**config.mk**
```make
export PLATFORM = sky130hd
export DESIGN_NAME = l5_apical_plateau
export DESIGN_NICKNAME = d
export VERILOG_FILES = /design/src/rtl/l5_apical_plateau.sv
export SDC_FILE = /design/constraint.sdc
export NUM_CORES = 1
export LEC_CHECK = 0
export ABC_AREA = 1
export BUFFER_PORTS_ARGS = -buffer_cell sky130_fd_sc_hd__buf_2
export CAP_MARGIN = 20
export CORE_ASPECT_RATIO = 2
export CORE_MARGIN = 4
export CORE_UTILIZATION = 25
export CTS_BUF_LIST = sky130_fd_sc_hd__clkbuf_8
export CTS_CLUSTER_DIAMETER = 60
export DETAILED_ROUTE_END_ITERATION = 8
export PLACE_DENSITY = 0.45
export SLEW_MARGIN = 20
export SYNTH_ARGS = -nofsm -noshare
export SYNTH_HDL_FRONTEND = slang
export SYNTH_SLANG_ARGS = --single-unit
```
**constraint.sdc**
```tcl
create_clock -name clk -period 4.45 [get_ports clk]
set_clock_uncertainty 0.15 [all_clocks]
set_input_delay 0.445 -clock clk [delete_from_list [all_inputs] [get_ports clk]]
set_output_delay 0.445 -clock clk [all_outputs]
set_load 0.005 [all_outputs]
```
**src/rtl/l5_apical_plateau.sv**
```systemverilog
// Layer-5 pyramidal dendritic stage: apical-gain scaling of basal drive plus a
// coincidence-triggered calcium plateau (boost window followed by refractory).
module l5_apical_plateau #(
    parameter int                        WIDTH          = 18,
    parameter int                        FRAC           = 14,
    parameter logic signed [WIDTH-1:0]   CA_THRESH      = 18'sd8192,
    parameter logic signed [WIDTH-1:0]   BASAL_THRESH   = 18'sd4096,
    parameter logic signed [WIDTH-1:0]   PLATEAU_BOOST  = 18'sd8192,
    parameter int                        PLATEAU_CYCLES = 20,
    parameter int                        REFRACT_CYCLES = 40
) (
    input  logic                    clk,
    input  logic                    rst,
    input  logic                    clk_en,
    input  logic signed [WIDTH-1:0] basal_input,
    input  logic signed [WIDTH-1:0] apical_input,
    input  logic signed [WIDTH-1:0] apical_gain,
    output logic signed [WIDTH-1:0] soma_drive,
    output logic                    plateau_active,
    output logic                    plateau_start,
    output logic [7:0]              burst_count
);

    localparam int MAX_CYCLES = (PLATEAU_CYCLES > REFRACT_CYCLES) ? PLATEAU_CYCLES : REFRACT_CYCLES;
    localparam int CNT_W      = (MAX_CYCLES > 1) ? $clog2(MAX_CYCLES) : 1;

    typedef enum logic [1:0] {
        ST_IDLE    = 2'd0,
        ST_PLATEAU = 2'd1,
        ST_REFRACT = 2'd2
    } state_t;

    state_t                   state_r;
    state_t                   next_state_s;
    logic [CNT_W-1:0]         cnt_r;
    logic [CNT_W-1:0]         cnt_next_s;
    logic signed [WIDTH-1:0]  soma_r;
    logic                     active_r;
    logic                     start_r;
    logic [7:0]               burst_r;

    logic signed [2*WIDTH-1:0] prod_s;
    logic signed [2*WIDTH-1:0] shifted_s;
    logic signed [WIDTH-1:0]   gained_s;
    logic signed [WIDTH:0]     boost_s;
    logic signed [WIDTH:0]     sum_s;
    logic signed [WIDTH-1:0]   soma_next_s;
    logic                      trigger_s;

    // Clamp a double-width signed value into the WIDTH-bit signed range.
    function automatic logic signed [WIDTH-1:0] sat_w(input logic signed [2*WIDTH-1:0] v);
        logic signed [2*WIDTH-1:0] max_w;
        logic signed [2*WIDTH-1:0] min_w;
        max_w = {{(WIDTH+1){1'b0}}, {(WIDTH-1){1'b1}}};
        min_w = {{(WIDTH+1){1'b1}}, {(WIDTH-1){1'b0}}};
        if (v > max_w) begin
            return {1'b0, {(WIDTH-1){1'b1}}};
        end else if (v < min_w) begin
            return {1'b1, {(WIDTH-1){1'b0}}};
        end else begin
            return v[WIDTH-1:0];
        end
    endfunction

    // Gain path, trigger detection and boosted somatic sum.
    always_comb begin
        prod_s    = $signed({{WIDTH{basal_input[WIDTH-1]}}, basal_input}) *
                    $signed({{WIDTH{apical_gain[WIDTH-1]}}, apical_gain});
        shifted_s = prod_s >>> FRAC;
        gained_s  = sat_w(shifted_s);
        trigger_s = (apical_input >= CA_THRESH) && (gained_s >= BASAL_THRESH);
        if (next_state_s == ST_PLATEAU) begin
            boost_s = {PLATEAU_BOOST[WIDTH-1], PLATEAU_BOOST};
        end else begin
            boost_s = '0;
        end
        sum_s       = {gained_s[WIDTH-1], gained_s} + boost_s;
        soma_next_s = sat_w({{(WIDTH-1){sum_s[WIDTH]}}, sum_s});
    end

    // Plateau FSM next-state and counter logic.
    always_comb begin
        next_state_s = state_r;
        cnt_next_s   = cnt_r;
        case (state_r)
            ST_IDLE: begin
                if (trigger_s) begin
                    next_state_s = ST_PLATEAU;
                    cnt_next_s   = CNT_W'(PLATEAU_CYCLES - 1);
                end else begin
                    next_state_s = ST_IDLE;
                    cnt_next_s   = cnt_r;
                end
            end
            ST_PLATEAU: begin
                if (cnt_r == '0) begin
                    next_state_s = ST_REFRACT;
                    cnt_next_s   = CNT_W'(REFRACT_CYCLES - 1);
                end else begin
                    next_state_s = ST_PLATEAU;
                    cnt_next_s   = cnt_r - 1'b1;
                end
            end
            ST_REFRACT: begin
                if (cnt_r == '0) begin
                    next_state_s = ST_IDLE;
                    cnt_next_s   = '0;
                end else begin
                    next_state_s = ST_REFRACT;
                    cnt_next_s   = cnt_r - 1'b1;
                end
            end
            default: begin
                next_state_s = ST_IDLE;
                cnt_next_s   = '0;
            end
        endcase
    end

    // State, counter and registered outputs; the start pulse self-clears every clk.
    always_ff @(posedge clk or posedge rst) begin
        if (rst) begin
            state_r  <= ST_IDLE;
            cnt_r    <= '0;
            soma_r   <= '0;
            active_r <= 1'b0;
            start_r  <= 1'b0;
            burst_r  <= 8'd0;
        end else begin
            start_r <= 1'b0;
            if (clk_en) begin
                state_r  <= next_state_s;
                cnt_r    <= cnt_next_s;
                soma_r   <= soma_next_s;
                active_r <= (next_state_s == ST_PLATEAU);
                if ((state_r == ST_IDLE) && (next_state_s == ST_PLATEAU)) begin
                    start_r <= 1'b1;
                    if (burst_r != 8'd255) begin
                        burst_r <= burst_r + 8'd1;
                    end
                end
            end
        end
    end

    assign soma_drive     = soma_r;
    assign plateau_active = active_r;
    assign plateau_start  = start_r;
    assign burst_count    = burst_r;

endmodule

```
-- Word-level counts from Yosys, hierarchy flattened
Index checks and enable logic that the tools add are counted.
- muxes and demuxes: 15
- bitwise operators: 0
- equal/unequal tests: 5
- $lt $le $gt $ge: 6
- $add $sub $neg: 3
- reductions and logical operators: 6
- divide/modulo/power cells: 0
- shift operators: 0
- multipliers: 1
- operators with widths (kind ; count):
    18-bit two-way mux ; 4
    18-bit by 18-bit multiplier with 36-bit output ; 1
    22-bit by 18-bit > comparator with 1-bit output (second input constant) ; 1
    22-bit by 18-bit < comparator with 1-bit output (second input constant) ; 1
    18-bit by 15-bit adder with 19-bit output ; 1
    19-bit by 18-bit > comparator with 1-bit output (second input constant) ; 1
    19-bit by 18-bit < comparator with 1-bit output (second input constant) ; 1
    18-bit by 14-bit >= comparator with 1-bit output (second input constant) ; 1
    18-bit by 15-bit >= comparator with 1-bit output (second input constant) ; 1
    6-bit two-way mux ; 3
    6-bit one-hot mux with 3 select lines ; 1
    14-bit two-way mux ; 1
    8-bit by 1-bit adder with 8-bit output (second input constant) ; 1
    8-bit inequality test (second input constant) ; 1
    6-bit logical NOT ; 1
    2-bit one-hot mux with 3 select lines ; 1
    6-bit by 1-bit subtractor with 6-bit output (second input constant) ; 1
    2-bit by 1-bit == test with 1-bit output (second input constant) ; 2
    2-bit two-way mux ; 2
    1-bit two-way mux ; 3
    3-bit AND reduction ; 1
    2-bit == test (second input constant) ; 1
    1-bit logical AND ; 2
    2-bit logical NOT ; 1
    2 further kinds ; 2
- latch bits: 0
- bits in read-only memories: 0
- bits in registers: 36
- memories: 0
- word-level logic and storage cells: 42
- bits in writable memories: 0

-- Depth between registers and ports, before layout
- word-level depth: 14
- gate-level depth with buffers: 44
- depth with buffers taken out: 41

-- Worst setup path before layout
OpenSTA, ideal clock, no wires.
- path kind: input -> register
- start: in apical_gain[4]
- end: reg soma_r[3], in the netlist soma_drive[3]
- required time: 4183 ps
- slack: -3172 ps
- cell stages on the path: 38
- arrival time: 7355 ps
- path buffers: 3
- cell sequence: clkbuf_1 -> clkbuf_1 -> nand2_1 -> fa_1 -> inv_1 -> fa_1 -> fa_1 -> fa_1 -> inv_1 -> fa_1 -> fa_1 -> inv_1 -> ha_1 -> inv_1 -> nor3_1 -> inv_1 -> nor2_1 -> nor2_1 -> [2 not listed] -> nand2_1 -> nand2_2 -> nand2_4 -> nand2_4 -> o21ai_1 -> nand4_1 -> nand3_1 -> o21ai_0 -> ha_1 -> ha_1 -> nand2_2 -> nor2_4 -> nand3_4 -> buf_6 -> nand2_1 -> nand2_1 -> nand2_1 -> nand2_1
- longest elaborated chain between the ends: 14
- elaborated cells between the ends (all ways): 16
- those cells by class: add/sub (1); mul (1); order compare (5); eq/ne (1); mux (7); reduce/logical (1)
- ends and longest elaborated chain (what ; RTL line ; text):
    start, declared ; 17 ; input logic signed [WIDTH-1:0] apical_gain,
    18-bit by 18-bit multiplier with 36-bit output * ; 67 ; prod_s = $signed({{WIDTH{basal_input[WIDTH-1]}}, basal_input}) *
    22-bit by 18-bit < comparator with 1-bit output ; 58 ; end else if (v < min_w) begin
    18-bit two-way mux ; 58 ;
    18-bit two-way mux * ; 56 ; if (v > max_w) begin
    18-bit by 14-bit >= comparator with 1-bit output * ; 71 ; trigger_s = (apical_input >= CA_THRESH) && (gained_s >= BASAL_THRESH);
    1-bit logical AND * ; 71 ;
    1-bit two-way mux * ; 87 ; if (trigger_s) begin
    2-bit one-hot mux with 3 select lines * ; 85 ; case (state_r)
    2-bit by 1-bit == test with 1-bit output * ; 72 ; if (next_state_s == ST_PLATEAU) begin
    14-bit two-way mux * ; 72 ;
    named net boost_s[13] ; 45 ; logic signed [WIDTH:0] boost_s;
    18-bit by 15-bit adder with 19-bit output * ; 77 ; sum_s = {gained_s[WIDTH-1], gained_s} + boost_s;
    19-bit by 18-bit < comparator with 1-bit output ; 58 ;
    18-bit two-way mux ; 58 ;
    18-bit two-way mux * ; 56 ;
    end signal, assigned ; 134 ; soma_r <= soma_next_s;
    end, declared ; 37 ; logic signed [WIDTH-1:0] soma_r;
The timed path passes the listed nets; every way through them passes the cells marked *.
A chain may end at the register's enable or synchronous reset.

-- Worst setup path after layout
- start: in apical_gain[7]
- end: reg soma_r[14], in the netlist soma_drive[14]
Same word-level chain as after synthesis.

==> impl_metrics.toml <==
[floorplan]
ios = 85
die_area_um2 = 64400
core_area_um2 = 59700
die_h_um = 355
die_width_um = 181
initial_utilization_pct = 25.2
rows = 127

[sta]
slew_headroom_pct = 53.8
min_period_ns = 6.94
drv_slew = 0
fin_ws_ns = -2.49
max_freq_ghz = 0.144
worst_slew_pin_slew_ns = 0.692
finalHoldViolations = 0
setup_viol = 35
rsz0062_at_grt = "yes"
final.period_utilization_pct = 156

[clock_tree]
clk_pin_slew_ns = 0.08
clk_latency_ns = 0.29
numCtsBuffers = 5
cts_tree = "built"
cts_sinks = 36
clockRootBuffer = "clkbuf_8"
cts_buffer_depth = 2
htree_levels = 2

[grt]
grt_pass1_vias = 14995
grt_use_total_pct = 15.2
antenna_found_initial = 0
grt_pass1_wl_um = 77600
grt_max_degree = 37
grt_overflow = 0

[setup_path]
reg2reg_slack_ns = 1.72
r2r_start = "cnt_r[0]"
cpPeakStageDelay_ns = 0.57
cp-start-kind = "primary input"
critPathCaptureType = "flip-flop"
cp_slowest_cell = "fa_2"
path_class = "primary input to flip-flop"
cp_max_fo = 8
rr_worst_depth = 15
r2r-end = "soma_drive[15]"
crit_required_ns = 4.48
crit_top_cell = "nand2_1"
worstPathArrival_ns = 6.97

[route]
firstDrtPassIters = 5
post_drt_wl_per_cell_um = 15.6
ant_nets = 0
vias = 12979
dr_wl_met2_um = 29000
wl_met1_um = 14600
dr.max_layer_used = "met4"
wl_um = 47600
route.met3.wl_um = 867
initialDrtViolationCount = 460
viasPerCell = 4.24
drc = 0

[status]
violations = "negative setup slack"
status = "finished with violations"

[synthesis]
syn_area_um2 = 15000
avgSynthCellArea_um2 = 7.46
synth-async-reset-ratio_pct = 100
ys_seq_elements = 36
syn-num-nets = 2495
synth_seq_area_share_pct = 5.99
synth_cell_types = 42
yosysWarningCount = 0
synth_ff_type = "dfrtp_1"
netlist_instances = 2018
synth_edf_count = 0

[placed_design]
dp_hpwl_um = 42300
port_buffers = 71
place_congestion = 0.890
place_ws_ns = -3.34

[final_layout]
antenna_cells = 0
area_delta_synth_final_pct = 31.8
fin_nets = 2761
fillers = 6482
drive_gt1_share_pct = 28.4

[hold_path]
hp-class = "primary input to async pin"

[run]
drv_cap = 0
## critical path, delay by kind of cell
family                   cells  cell delay, ns
AND/OR/NAND/NOR             19            1.70
AO/OA/AOI/OAI                4            0.51
adder cells (fa/ha/maj)      9            3.72
buffers and inverters        7            0.56
## flip-flops by register name, summed over array words and instances (netlist names)
| name | flops |
|---|---|
| cnt_r | 6 |
| state_r | 2 |
| plateau_active | 1 |
| plateau_start | 1 |
| soma_drive | 18 |
| burst_count | 8 |
## what timing repair did
action                                  in CTS  in global routing
buffers inserted                            29                 14
endpoints found under the setup margin      35                 35
gates resized for setup                    234                128
gates cloned                                 5                  0
hold buffers                                 0                  0
pin swaps                                  124                 96
## cell families (layout without fill, tap and decap cells)
kind of cell             count (synthesis)  after routing  synth area share, %
AO/OA/AOI/OAI                           83             83                 3.04
XOR/XNOR                                29             29                 1.69
adder cells (fa/ha/maj)                420            420                 51.3
buffers and inverters                  704            966                 17.8
flip-flops                              36             36                 5.99
AND/OR/NAND/NOR                        746            750                 20.2
## synth_stat cells, types with 3 or more instances
master,number,area [um2]
nor2_1,64,240
o21ai_0,28,140
nand2_2,13,81.3
nor4_1,4,25.0
fa_1,328,6570
inv_2,10,37.5
nand2_4,4,45.0
xor2_1,12,105
nor3_1,7,35.0
nand2_1,595,2230
inv_1,612,2300
or2_2,4,25.0
buf_4,3,22.5
dfrtp_1,36,901
nand3_1,29,145
xnor2_1,17,149
nor2_2,4,25.0
buf_1,8,30.0
clkbuf_1,66,248
nand3_2,3,30.0
nand4_1,10,62.6
ha_1,92,1150
o21ai_1,8,40.0
a21oi_1,31,155
o21bai_1,8,60.1
## area by class of cell
cell class	count	area [um2]	area share [%]
inverters	624	2370	11.9
well taps	774	968	4.88
multi-input cells	1282	12700	64.2
repair buffers	335	2760	13.9
flip-flops and latches	36	901	4.54
clock buffers	7	96.3	0.486
## through the flow
step,std cells,TNS [ns],area [um2],util (%),hold WS [ns]
floorplan,2018,-74.51,15700,-,0.322
global placement,3011,-105.26,18200,30.4,0.312
finish,3058,-77.67,19800,33.2,0.110
CTS,3050,-81.19,19400,32.4,0.122
detailed placement,3011,-107.86,18200,30.4,0.327
global route,3058,-87.21,19800,33.2,0.173
## metal layers
layer / global-route usage [%] / vias to the layer above
li1: - / 6168
met1: 13.5 / 6479
met2: 33.2 / 225
met3: 0.716 / 107
met4: 7.47 / 0
met5: 0 / -
## layout by cell type, fill, tap and decap left out, drive strengths merged, types with 10 or more instances in the layout
| cell | synthesis | layout |
|---|---|---|
| fa | 328 | 328 |
| nand2 | 613 | 616 |
| nor2 | 69 | 69 |
| xnor2 | 17 | 17 |
| nand4 | 10 | 10 |
| dfrtp | 36 | 36 |
| ha | 92 | 92 |
| xor2 | 12 | 12 |
| a21oi | 32 | 32 |
| o21ai | 36 | 36 |
| nand3 | 33 | 34 |
| inv | 623 | 622 |
| buf | 14 | 334 |
## worst max-delay path by stage
stage | depth (start not counted) | endpoint | slack [ns] | startpoint
final | 39 | soma_drive[14] | -2.49 | apical_gain[7]
after global routing | 41 | soma_drive[14] | -2.81 | basal_input[17]
after CTS | 41 | soma_drive[14] | -2.48 | apical_gain[17]
after detailed placement | 36 | soma_drive[14] | -3.34 | apical_gain[17]
after global placement | 38 | soma_drive[4] | -3.23 | apical_gain[17]
after floorplan | 38 | soma_drive[3] | -2.52 | basal_input[17]
Power is left out: the tool's default activity adds up to more than one toggle a clock period on the data nets, which glitch-free logic cannot reach.
